**src/rtl/ss_pkg.sv**
```systemverilog
// Shared types and sizing for the serial extreme-value search engine.
// The optional SS_MIN_SEARCH_EN macro (see ss_datapath) does not affect this package.
package ss_pkg;

   localparam int DATA_W = 6;
   localparam int N      = 8;
   localparam int IDX_W  = $clog2(N);

   typedef logic [DATA_W-1:0] data_t;
   typedef logic [IDX_W-1:0]  idx_t;

   typedef enum logic [1:0] {
      IDLE,
      INIT,
      LOAD,
      DONE
   } state_t;

   localparam idx_t LAST_IDX = idx_t'(N - 1);

endpackage

```
**src/rtl/ss_datapath.sv**
```systemverilog
// Word counter, best-value/best-index registers and comparator for serial_max_index.
// Define SS_MIN_SEARCH_EN to search for the earliest minimum instead of the earliest maximum.
module ss_datapath
   import ss_pkg::*;
(
   input  logic              clk,
   input  logic              rst,
   input  logic              clear,
   input  logic              load,
   input  logic [DATA_W-1:0] data,
   output logic              last,
   output logic [IDX_W-1:0]  win_idx
);

   idx_t  count;
   data_t best;
   idx_t  best_idx;
   logic  better;
   logic  take;

   // Strict comparison keeps the earliest index when values tie.
   always_comb begin
      better = 1'b0;
`ifdef SS_MIN_SEARCH_EN
      better = (data < best);
`else
      better = (data > best);
`endif
      take = (count == '0) || better;
   end

   assign last    = (count == LAST_IDX);
   assign win_idx = take ? count : best_idx;

   always_ff @(posedge clk or negedge rst) begin
      if (!rst) begin
         count    <= '0;
         best     <= '0;
         best_idx <= '0;
      end else if (clear) begin
         count    <= '0;
         best     <= '0;
         best_idx <= '0;
      end else if (load) begin
         if (take) begin
            best     <= data;
            best_idx <= count;
         end
         count <= last ? '0 : count + idx_t'(1);
      end
   end

endmodule

```
**src/rtl/serial_max_index.sv**
```systemverilog
// Controller for the serial extreme-value search: IDLE -> INIT -> LOAD -> DONE.
// Search direction is chosen in ss_datapath by SS_MIN_SEARCH_EN (default: maximum).
module serial_max_index
   import ss_pkg::*;
(
   input  logic              clk,
   input  logic              rst,
   input  logic [DATA_W-1:0] inBus,
   input  logic              Start,
   output logic              Ready,
   output logic [IDX_W-1:0]  outBus
);

   state_t state;
   logic   clear;
   logic   load;
   logic   last;
   idx_t   win_idx;

   assign clear = (state == INIT);
   assign load  = (state == LOAD);

   ss_datapath u_datapath (
      .clk     (clk),
      .rst     (rst),
      .clear   (clear),
      .load    (load),
      .data    (inBus),
      .last    (last),
      .win_idx (win_idx)
   );

   // outBus captures the winner of the final sample, so it survives the clear in INIT.
   always_ff @(posedge clk or negedge rst) begin
      if (!rst) begin
         state  <= IDLE;
         Ready  <= 1'b0;
         outBus <= '0;
      end else begin
         case (state)
            IDLE: begin
               if (Start) state <= INIT;
            end
            INIT: begin
               Ready <= 1'b0;
               if (!Start) state <= LOAD;
            end
            LOAD: begin
               if (last) begin
                  state  <= DONE;
                  Ready  <= 1'b1;
                  outBus <= win_idx;
               end
            end
            DONE: begin
               if (Start) begin
                  state <= INIT;
                  Ready <= 1'b0;
               end
            end
            default: state <= IDLE;
         endcase
      end
   end

endmodule

```
**config.mk**
```make
export PLATFORM = sky130hd
export DESIGN_NAME = serial_max_index
export DESIGN_NICKNAME = d
export VERILOG_FILES = /design/src/rtl/ss_pkg.sv /design/src/rtl/ss_datapath.sv /design/src/rtl/serial_max_index.sv
export SDC_FILE = /design/constraint.sdc
export NUM_CORES = 1
export LEC_CHECK = 0
export CAP_MARGIN = 20
export CORE_MARGIN = 4
export CORE_UTILIZATION = 54
export CTS_BUF_LIST = sky130_fd_sc_hd__clkbuf_4 sky130_fd_sc_hd__clkbuf_8 sky130_fd_sc_hd__clkbuf_16
export DETAILED_ROUTE_END_ITERATION = 16
export PLACE_DENSITY = 0.88
export SYNTH_ARGS = -nofsm -noshare
export SYNTH_HDL_FRONTEND = slang
export SYNTH_SLANG_ARGS = --single-unit
```
**constraint.sdc**
```tcl
create_clock -name clk -period 2.31 [get_ports clk]
set_clock_uncertainty 0.2 [all_clocks]
set_input_delay 0.231 -clock clk [delete_from_list [all_inputs] [get_ports clk]]
set_output_delay 0.231 -clock clk [all_outputs]
set_load 0.05 [all_outputs]
```
Word level (Yosys, flattened, before mapping) --
Cells that the tools add are included.
Storage, ports and cells: output and inout port bits 4, bits in registers 18
Operators by class: add/sub/neg operators 1, equality and inequality tests 8, reductions and logical operators 11, mux-type cells 16, $lt $le $gt $ge 1
Operators by type and width (number):
- $mux 3 | 6
- $mux 6 | 3
- $gt 6x6->1 | 1
- $mux 2 | 3
- $pmux 2 s3 | 1
- $reduce_and 3->1 | 2
- $eq 2x2->1 const B | 2
- $ne 2x1->1 const B | 2
- $ne 2x2->1 const B | 2
- $reduce_and 2->1 | 2
- $reduce_bool 2->1 | 2
- $add 3x1->3 const B | 1
- $eq 3x3->1 const B | 1
- $logic_not 3->1 | 1
- $pmux 1 s3 | 1
- $reduce_bool 3->1 | 1
- $eq 2x1->1 const B | 1
- $logic_not 2->1 | 1
- $mux 1 | 2
- $reduce_or 2->1 | 1
- $logic_or 1x1->1 | 1

Depth between registers and ports, before layout --
Gate-level depths: netlist of run 1.
depth after elaboration 5, mapped depth 8, depth with buffers taken out 7

Cells and area by module --
From an unflattened synthesis of run 1, not the netlist that was laid out.
Unflattened totals: cells, all modules 105, area, all modules 1116.1 um^2
By module, submodules not included:
- ss_datapath | cells an instance 77, times used 1, area an instance 780.7 um^2
- serial_max_index | cells an instance 28, times used 1, area an instance 335.3 um^2

Worst setup path before layout of run 1 --
OpenSTA, ideal clock, no wires.
kind reg2reg, start point register u_datapath.best[3], end point register u_datapath.best[1], stages on the path, launching flop included 9, arrival 1654 ps, path buffers 1, required time 1989 ps, path slack 335 ps, period minus slack after synthesis 1975 ps, cell sequence dfrtp_1 -> inv_1 -> ha_1 -> a21o_1 -> a31oi_1 -> a31oi_2 -> and2_1 -> buf_6 -> a22o_1
On the way: cells in the longest elaborated chain, start to end 4
Ends and longest elaborated chain:
- from (decl) | line ss_datapath.sv:16 | data_t best;
- from (signal assigned) | line ss_datapath.sv:46 | best <= data;
- $gt 6x6->1 | line ss_datapath.sv:27 | better = (data > best);
- $logic_or 1x1->1 | line ss_datapath.sv:29 | take = (count == '0) || better;
- $reduce_bool 2->1 (no source line)
- $reduce_and 2->1 (no source line)
Every way passes these cells. A chain may end at the register's enable or synchronous reset.

Worst setup path after layout of run 1 --
start point register state[1], end point register u_datapath.count[0]
On the way: cells in the longest elaborated chain, start to end 2, elaborated cells on any way between the ends 4, classes of those cells 2 x eq/ne; 1 x mux; 1 x reduce/logical
Ends and longest elaborated chain:
- from (decl) | line serial_max_index.sv:14 | state_t state;
- from (signal assigned) | line serial_max_index.sv:36 | state <= IDLE;
- from (signal assigned) | line serial_max_index.sv:42 | if (Start) state <= INIT;
- from (signal assigned) | line serial_max_index.sv:46 | if (!Start) state <= LOAD;
- $eq 2x1->1 or $eq 2x2->1 (tied branches) | line serial_max_index.sv:20, serial_max_index.sv:21
- $mux 3 or $reduce_bool 2->1 (tied branches)
- to (signal assigned) | line ss_datapath.sv:49 | count <= last ? '0 : count + idx_t'(1);
- to (decl) | line ss_datapath.sv:15 | idx_t count;
Several ways; a longest one is shown, not always the timed one.

==> out/qor.yml, run 1 <==
status:
  status: "complete, no violations"
yosys:
  synthCells: 105
  netlist-cell-type-count: 30
  yosysSeqAreaShare_pct: 41.8
  synth.largest_area_cell: "dfrtp_1"
  synthAdderAreaFrac_pct: 16.2
  synth_warnings: 0
  synth_fp_nets: 128
  ys_seq_elements: 18
  syn_area_per_cell_um2: 10.3
  synthTopCellsByArea: "dfrtp_1 (42%), ha_1 (16%), a22o_1 (5.7%)"
  yosys_most_used_dff: "dfrtp_1"
  ys_async_sr_fraction_pct: 100
  synthMuxAreaShare_pct: 3.71
  synth-simple-area-share_pct: 9.16
  synth_compound_area_share_pct: 22.2
  synth_top_family_by_area: "compound AO/OA/AOI/OAI gates"
  yosys.area.top_type_share_pct: 41.8
  synth_edf_count: 0
  syn_area_um2: 1080
  synthXorXnorAreaFrac_pct: 0
sta:
  hold_violations: 0
  timing.final.ws_setup_ns: 0.204
  post-route-period-util_pct: 91.2
  slew_viol_final: 0
  whs_ns: 0.0665
  setup_viol_count_final: 0
  fmax_mhz: 475
  period_minus_slack_ns: 2.11
  rsz0062_at_grt: "false"
  worst_slew_pin_slew_ns: 0.497
  slew_headroom_pct: 66.8
  fin_setup_tns_ns: 0
cts:
  cts_root_buffer: "clkbuf_4"
  path_clk_slew_ns: 0.11
  cts_buffers: 3
  cts.path.max_buffers: 2
  clk_latency_ns: 0.29
  cts.sinks: 18
  cts_tree: "built"
  htree_levels: 1
  post_cts_resized: 0
  cts_setup_buffers: 0
  hold_buffers: 0
drt:
  routedWlPerCell_um: 14.7
  first_pass_iters: 4
  vias_per_cell: 5.64
  routed_wirelength_um: 2190
  drc: 0
  vias: 840
  drtIter0Drc: 13
  postRouteAntennaNets: 0
placement:
  dp_hpwl_um: 1690
  numPortBuffers: 12
  gp_congestion: 0.813
  dp_slack_ns: -0.0407
layout:
  n_antenna_cell: 0
  layout-drive-gt1-share_pct: 11.3
  syn_to_final_growth_pct: 19.8
  fin_nets: 148
worst_setup_path:
  path_class: "reg -> reg"
  crit_required_ns: 2.32
  start_kind: "flop"
  worstPathMaxFanout: 8
  timing.rr.start: "state[1]"
  r2r_slack_ns: 0.20
  worst_r2r_endpoint: "u_datapath.count[0]"
  cp-end-kind: "flop"
  cp.arrival_ns: 2.12
  reg2reg_depth: 5
global_routing:
  grt_pass1_vias: 893
  grt_pass1_wl_um: 3890
  grt_max_degree: 19
  grt_usage_pct: 19.5
  antenna_found_initial: 0
  grt.overflow.total: 0
floorplan:
  die_x_um: 52.7
  die_area_um2: 2780
  core_um2: 1800
  pin_count: 13
  start_util_pct: 59.9
  die_y_um: 52.7
  row_count: 15
pwr:
  seqPwrFrac_pct: 30.8
  pwr-share-clk_pct: 11.0
  power_mw: 1.76
  pwr-share-comb_pct: 58.3
  p_sw_uw: 761
  swShare_pct: 43.3
  p_leak_nw: 0.627
  ir_drop_uv: 808
  p_per_area_nw_per_um2: 1360
  internal-power_uw: 995
job:
  cap_viol_max_count: 0
worst_hold_path:
  min-delay-path-class: "in -> async"
[worst max-delay path by stage]
| stage | endpoint | depth (start not counted) | start |
|---|---|---|---|
| finish | u_datapath.count[0] | 5 | state[1] |
| CTS | u_datapath.count[0] | 5 | state[1] |
| global route | u_datapath.best[3] | 6 | state[1] |
| global placement | u_datapath.best[2] | 7 | inBus[3] |
| detailed placement | u_datapath.best[3] | 7 | inBus[3] |
| floorplan | u_datapath.best[1] | 8 | u_datapath.best[3] |
[metrics by stage]
step	area, µm²	std cells	utilization [%]
final	1290	149	71.7
after global placement	1260	145	69.7
after CTS	1290	149	71.7
after detailed placement	1260	145	69.7
after floorplan	1080	105	-
after global routing	1290	149	71.7
[layout by cell type (no fill, tap or decap), types with 3 or more instances in the layout]
master / count
clkbuf_4: 3
dfrtp_1: 18
o21ai_0: 4
a21oi_1: 8
ha_1: 14
buf_4: 6
clkdlybuf4s50_1: 12
inv_1: 15
nor2_1: 7
nand2_1: 3
mux2i_1: 4
a22o_1: 7
[power groups by stage]
stage / clock, mW / combinational [mW] / sequential, mW
after floorplan: 0 / 0.684 / 0.591
after CTS: 0.201 / 1.03 / 0.540
after detailed placement: 0 / 1.02 / 0.543
after global placement: 0 / 0.976 / 0.535
after global routing: 0.213 / 1.14 / 0.558
final: 0.193 / 1.02 / 0.540
[synthesized netlist by cell type, types with 2 or more instances]
library cell and number:
o21ai_0 4, a21oi_1 8, a31oi_1 2, a22o_1 7
nor2_1 7, dfrtp_1 18, nor2b_1 2, and2_1 2
inv_1 15, ha_1 14, o22ai_1 2, nand2_1 3
mux2i_1 4
[registers in the layout, summed over array words and instances (netlist names)]
| register | flops |
|---|---|
| u_datapath.best_idx | 3 |
| Ready | 1 |
| u_datapath.count | 3 |
| state | 2 |
| u_datapath.best | 6 |
| outBus | 3 |
[area by class of cell]
type                            instances  area [µm²]
Inverter                               15        56.3
Tap cell                               25        31.3
Timing Repair Buffer                   18         165
Sequential cell                        18         450
Multi-Input combinational cell         69         553
Fill cell                             140         509
Clock buffer                            4        36.3
[cell families after synthesis]
| logic type | Yosys count |
|---|---|
| AO/OA/AOI/OAI | 32 |
| adder cells (fa/ha/maj) | 14 |
| buffers and inverters | 18 |
| flip-flops | 18 |
| multiplexers | 4 |
| AND/OR/NAND/NOR | 19 |
[worst max-delay path, cell delays in order (launching register included)]
cell and delay (ns):
dfrtp_1 0.45, inv_1 0.11, ha_1 0.45, inv_1 0.16, or4_1 0.55, o21ai_0 0.09
[metal layers]
metal  vias to the layer above  wire length (µm)  global-route usage (%)
met5                         -                 0                       0
met4                         0                50                    9.36
met2                        21              1160                    36.2
li1                        410                 -                       -
met1                       403               892                    20.8
met3                         6                85                    3.70
No activity file was read; power rests on OpenSTA's default activity.
==> run 2, diff against run 1 <==
--- a/config.mk
+++ b/config.mk
@@ -7,10 +7,11 @@
 export LEC_CHECK = 0
 export CAP_MARGIN = 20
 export CORE_MARGIN = 4
-export CORE_UTILIZATION = 54
+export CORE_UTILIZATION = 61
 export CTS_BUF_LIST = sky130_fd_sc_hd__clkbuf_4 sky130_fd_sc_hd__clkbuf_8 sky130_fd_sc_hd__clkbuf_16
 export DETAILED_ROUTE_END_ITERATION = 16
-export PLACE_DENSITY = 0.88
+export DONT_BUFFER_PORTS = 1
+export PLACE_DENSITY = 0.87
 export SYNTH_ARGS = -nofsm -noshare
 export SYNTH_HDL_FRONTEND = slang
 export SYNTH_SLANG_ARGS = --single-unit
==> run 2 against run 1 <==
Compared with the run above: non-clock buffer count shrank 9; power decreased by 3.2%; critical path depth up 2; cell count down 6.7%; via count shrank 2.3%; largest power group unchanged.
==> out/qor.yml, run 2 (synthesized netlist as in run 1, its figures left out) <==
worst_setup_path:
  worst_r2r_endpoint: "u_datapath.best_idx[0]"
  worstPathMaxFanout: 7
  r2r_slack_ns: 0.14
  cp.arrival_ns: 2.16
  reg2reg_depth: 7
  crit_required_ns: 2.30
  timing.rr.start: "u_datapath.best[3]"
  cp-end-kind: "flop"
  path_class: "reg -> reg"
  start_kind: "flop"
layout:
  final_cell_mix: "dfrtp_1 (18), inv_1 (15), ha_1 (14)"
  layout-drive-gt1-share_pct: 9.57
  utilization_pct: 76.1
  final_common_cell: "dfrtp_1"
  final_cells: 139
  top_register: "u_datapath.best"
  syn_to_final_growth_pct: 12.4
  n_antenna_cell: 0
  largest_register_ffs: 6
  fin_nets: 139
pwr:
  pwr-share-comb_pct: 52.3
  p_sw_uw: 772
  swShare_pct: 45.4
  seqPwrFrac_pct: 36.2
  pwr-share-clk_pct: 11.5
  p_per_area_nw_per_um2: 1400
  p_leak_nw: 0.590
  power_mw: 1.70
  internal-power_uw: 928
  ir_drop_uv: 950
floorplan:
  start_util_pct: 67.7
  row_count: 14
  die_x_um: 50.1
  die_area_um2: 2510
  die_y_um: 50.1
  pin_count: 13
  core_um2: 1590
sta:
  fin_setup_tns_ns: 0
  worst_slew_pin_slew_ns: 0.801
  rsz0062_at_grt: "false"
  fmax_mhz: 460
  post-route-period-util_pct: 94.0
  hold_violations: 0
  period_minus_slack_ns: 2.17
  slew_headroom_pct: 46.4
  slew_viol_final: 0
  setup_viol_count_final: 0
drt:
  vias: 821
  routedWlPerCell_um: 15.8
  drtIter0Drc: 23
  drc: 0
  first_pass_iters: 4
  vias_per_cell: 5.91
  routed_wirelength_um: 2200
  postRouteAntennaNets: 0
worst_hold_path:
  min-delay-path-class: "in -> reg"
  hold_path_depth: 3
  min_to: "state[1]"
  min_from: "Start"
cts:
  cts_tree: "built"
  cts_root_buffer: "clkbuf_4"
  path_clk_slew_ns: 0.11
  clk_latency_ns: 0.29
  htree_levels: 1
  cts_buffers: 3
  cts.sinks: 18
  cts.path.max_buffers: 2
  cts_setup_buffers: 0
global_routing:
  grt_pass1_vias: 807
  grt_max_degree: 19
  antenna_found_initial: 0
  grt_pass1_wl_um: 3830
  grt.overflow.total: 0
  grt_usage_pct: 19.6
status:
  status: "complete, no violations"
placement:
  dp_hpwl_um: 1600
  place_inst: 128
  gp_congestion: 0.810
  numPortBuffers: 0
job:
  cap_viol_max_count: 0
[run 2: changes by cell type in the layout (fill, tap and decap cells not counted), sizes merged]
| cell | before | now |
|---|---|---|
| buf | 6 | 2 |
| clkdlybuf4s50 | 12 | 0 |
| dlygate4sd3 | 0 | 7 |
[run 2: routing by layer]
layer	track usage, %	vias to the layer above	share of wire [%]
li1	-	393	-
met1	26.8	382	43
met2	32.4	38	49
met3	3.92	8	6.7
met4	2.76	0	1.1
met5	0	-	0
[run 2: power groups by stage]
stage	sequential (mW)	clock, mW	combinational [mW]
floorplan	0.591	0	0.684
global placement	0.612	0	0.800
detailed placement	0.618	0	0.847
CTS	0.614	0.198	0.871
global route	0.631	0.213	0.982
finish	0.616	0.195	0.889
[run 2: per-stage QoR]
step	cell area [µm²]	hold slack (ns)	setup WS (ns)
global placement	1100	-0.264	0.221
global route	1210	0.0738	0.0192
detailed placement	1100	-0.264	0.163
CTS	1210	0.0356	0.116
floorplan	1080	-0.265	0.335
finish	1210	0.0368	0.138
[run 2: worst max-delay path by stage]
stage,start,depth (start not counted),end,slack (ns)
floorplan,u_datapath.best[3],8,u_datapath.best[1],0.33
global placement,u_datapath.best[5],7,u_datapath.best[4],0.22
detailed placement,u_datapath.best[5],7,u_datapath.best_idx[0],0.16
CTS,u_datapath.best[5],7,u_datapath.best_idx[0],0.12
global route,u_datapath.best[5],7,u_datapath.best_idx[0],0.02
finish,u_datapath.best[3],7,u_datapath.best_idx[0],0.14
[run 2: repair_timing]
action / 4_1_cts / 5_1_grt
setup endpoints to repair: 0 / 1
endpoints found under the hold margin: 25 / 0
resized for setup: 0 / 1
hold buffers: 7 / 0
[run 2: layout make-up]
| cell class | instances | area, µm² |
|---|---|---|
| Clock buffer | 4 | 36.3 |
| Fill cell | 98 | 382 |
| Inverter | 15 | 56.3 |
| Multi-Input combinational cell | 69 | 554 |
| Sequential cell | 18 | 450 |
| Tap cell | 24 | 30.0 |
| Timing Repair Buffer | 9 | 85.1 |
[run 2: worst max-delay path: stages, from the launching register on]
cell and delay (ns):
dfrtp_1 0.37, inv_1 0.06, ha_1 0.31, a21o_1 0.20
a31oi_1 0.23, a31oi_2 0.19, and2_2 0.27, a22o_1 0.25
==> run 3, diff against run 2 <==
==> constraint.sdc (replaced) <==
create_clock -name clk -period 2.31 [get_ports clk]
set_clock_uncertainty 0.2 [all_clocks]
set_input_delay 0.462 -clock clk [delete_from_list [all_inputs] [get_ports clk]]
set_output_delay 0.462 -clock clk [all_outputs]
set_load 0.05 [all_outputs]
==> run 3 against run 2 <==
Compared with the run above: core utilization decreased by 3.8 points; die area stayed put; register-to-register slack improved by 0.03 ns; routed wire length decreased by 9.8%; critical path depth is the same; global-route usage down 1.6 points; design area down 5.0%; largest power group unchanged.
==> out/qor.yml, run 3 (synthesized netlist as in run 1, its figures left out) <==
drt:
  vias_per_cell: 5.93
  drc: 0
  drtIter0Drc: 8
  postRouteAntennaNets: 0
  routed_wirelength_um: 1980
  first_pass_iters: 4
  routedWlPerCell_um: 14.9
  vias: 789
global_routing:
  grt.overflow.total: 0
  grt_max_degree: 19
  grt_pass1_vias: 803
  grt_pass1_wl_um: 3440
  antenna_found_initial: 0
  grt_usage_pct: 18.0
layout:
  syn_to_final_growth_pct: 6.85
  fillers: 116
  n_antenna_cell: 0
  fin_nets: 133
  layout-drive-gt1-share_pct: 10.1
  final_cell_mix: "dfrtp_1 (18), inv_1 (15), ha_1 (14)"
  multi_input_area_um2: 554
  ff_latch_area_um2: 450
  largest_register_ffs: 6
  final_common_cell: "dfrtp_1"
  top_register: "u_datapath.best"
  final_area_um2: 1150
cts:
  cts_tree: "built"
  cts.path.max_buffers: 2
  cts_setup_buffers: 0
  htree_levels: 1
  cts.sinks: 18
  cts_root_buffer: "clkbuf_4"
  path_clk_slew_ns: 0.11
  cts_buffers: 3
  clk_latency_ns: 0.30
placement:
  numPortBuffers: 0
  dp_hpwl_um: 1540
  dp_slack_ns: 0.142
  placed_area_um2: 1100
  gp_congestion: 0.785
sta:
  hold_violations: 0
  slew_headroom_pct: 46.1
  post-route-period-util_pct: 92.7
  fin_setup_tns_ns: 0
  rsz0062_at_grt: "false"
  timing.final.ws_setup_ns: 0.169
  slew_viol_final: 0
  setup_viol_count_final: 0
  whs_ns: 0.100
  period_minus_slack_ns: 2.14
  worst_slew_pin_slew_ns: 0.805
  fmax_mhz: 467
worst_hold_path:
  hold_path_depth: 1
  min_to: "u_datapath.best[2]"
  min-delay-path-class: "in -> reg"
  min_from: "inBus[2]"
pwr:
  ir_drop_uv: 826
  p_leak_nw: 0.565
  p_per_area_nw_per_um2: 1450
worst_setup_path:
  critical-path-top-delay-family: "compound AO/OA/AOI/OAI gates"
  r2r_slack_ns: 0.17
  reg2reg_depth: 7
  crit_required_ns: 2.35
  cp.arrival_ns: 2.18
  timing.rr.start: "u_datapath.count[0]"
  path_class: "reg -> reg"
  start_kind: "flop"
  crit_chain: "inv_1 > ha_1 > nor2b_1 > a31oi_1 > a31oi_2 > and2_2 > a22o_1"
  worstPathMaxFanout: 7
  worst_r2r_endpoint: "u_datapath.best[5]"
  cp-end-kind: "flop"
  max_stage_delay_ns: 0.45
  slowest_stage: "dfrtp_1"
  critical_path_buf_inv_count: 1
floorplan:
  pin_count: 13
  start_util_pct: 67.7
  core_um2: 1590
  die_y_um: 50.1
  row_count: 14
  die_area_um2: 2510
  die_x_um: 50.1
status:
  status: "complete, no violations"
job:
  cap_viol_max_count: 0
[run 3: changes by cell type in the layout (fill, tap and decap cells not counted)]
cell / delta
dlygate4sd3_1: -6
[run 3: final cells by class]
| cell class | instances | share of cell area, % |
|---|---|---|
| clock buffer | 4 | 3.15 |
| inverter | 15 | 4.89 |
| multi-input combinational | 69 | 48.1 |
| sequential | 18 | 39.1 |
| tap | 24 | 2.61 |
| timing repair buffer | 3 | 2.17 |
[run 3: metrics by stage]
step,util (%),power [mW],cells
finish,72.3,1.67,133
global route,72.3,1.80,133
CTS,72.2,1.66,133
detailed placement,69.3,1.45,128
global placement,69.3,1.41,128
floorplan,-,1.27,105
[run 3: how the worst max path moves through the flow]
stage,startpoint,to,slack (ns),depth (start not counted)
5_1_grt,u_datapath.count[0],outBus[1],0.02,7
2_1_floorplan,inBus[3],u_datapath.best[1],0.22,7
6_report,u_datapath.count[0],u_datapath.best[5],0.17,7
4_1_cts,u_datapath.count[0],u_datapath.best[4],0.12,7
3_5_place_dp,inBus[3],u_datapath.best[4],0.14,6
3_3_place_gp,inBus[3],u_datapath.best[5],0.16,6
[run 3: repair_timing]
action,in CTS,in global routing
setup endpoints to repair,0,7
hold buffers,1,0
gates resized for setup,0,1
hold endpoints to repair,18,0
[run 3: metal layers]
metal	GRT usage, %	vias to the layer above	share of wire [%]
li1	-	383	-
met1	22.1	377	47
met2	28.9	25	45
met3	8.43	4	7.6
met4	3.23	0	0.76
met5	0	-	0
[run 3: worst register-to-register path, cell delays in order (launching register included)]
cell and delay, ns:
dfrtp_1 0.45, inv_1 0.10, ha_1 0.17, nor2b_1 0.28, a31oi_1 0.09, a31oi_2 0.33, and2_2 0.29, a22o_1 0.17
[run 3: power by group]
group	leakage (nW)	total, mW	internal, mW	switching, mW
Clock	0.0210	0.198	0.0962	0.102
Sequential	0.218	0.616	0.441	0.175
Combinational	0.326	0.854	0.382	0.472
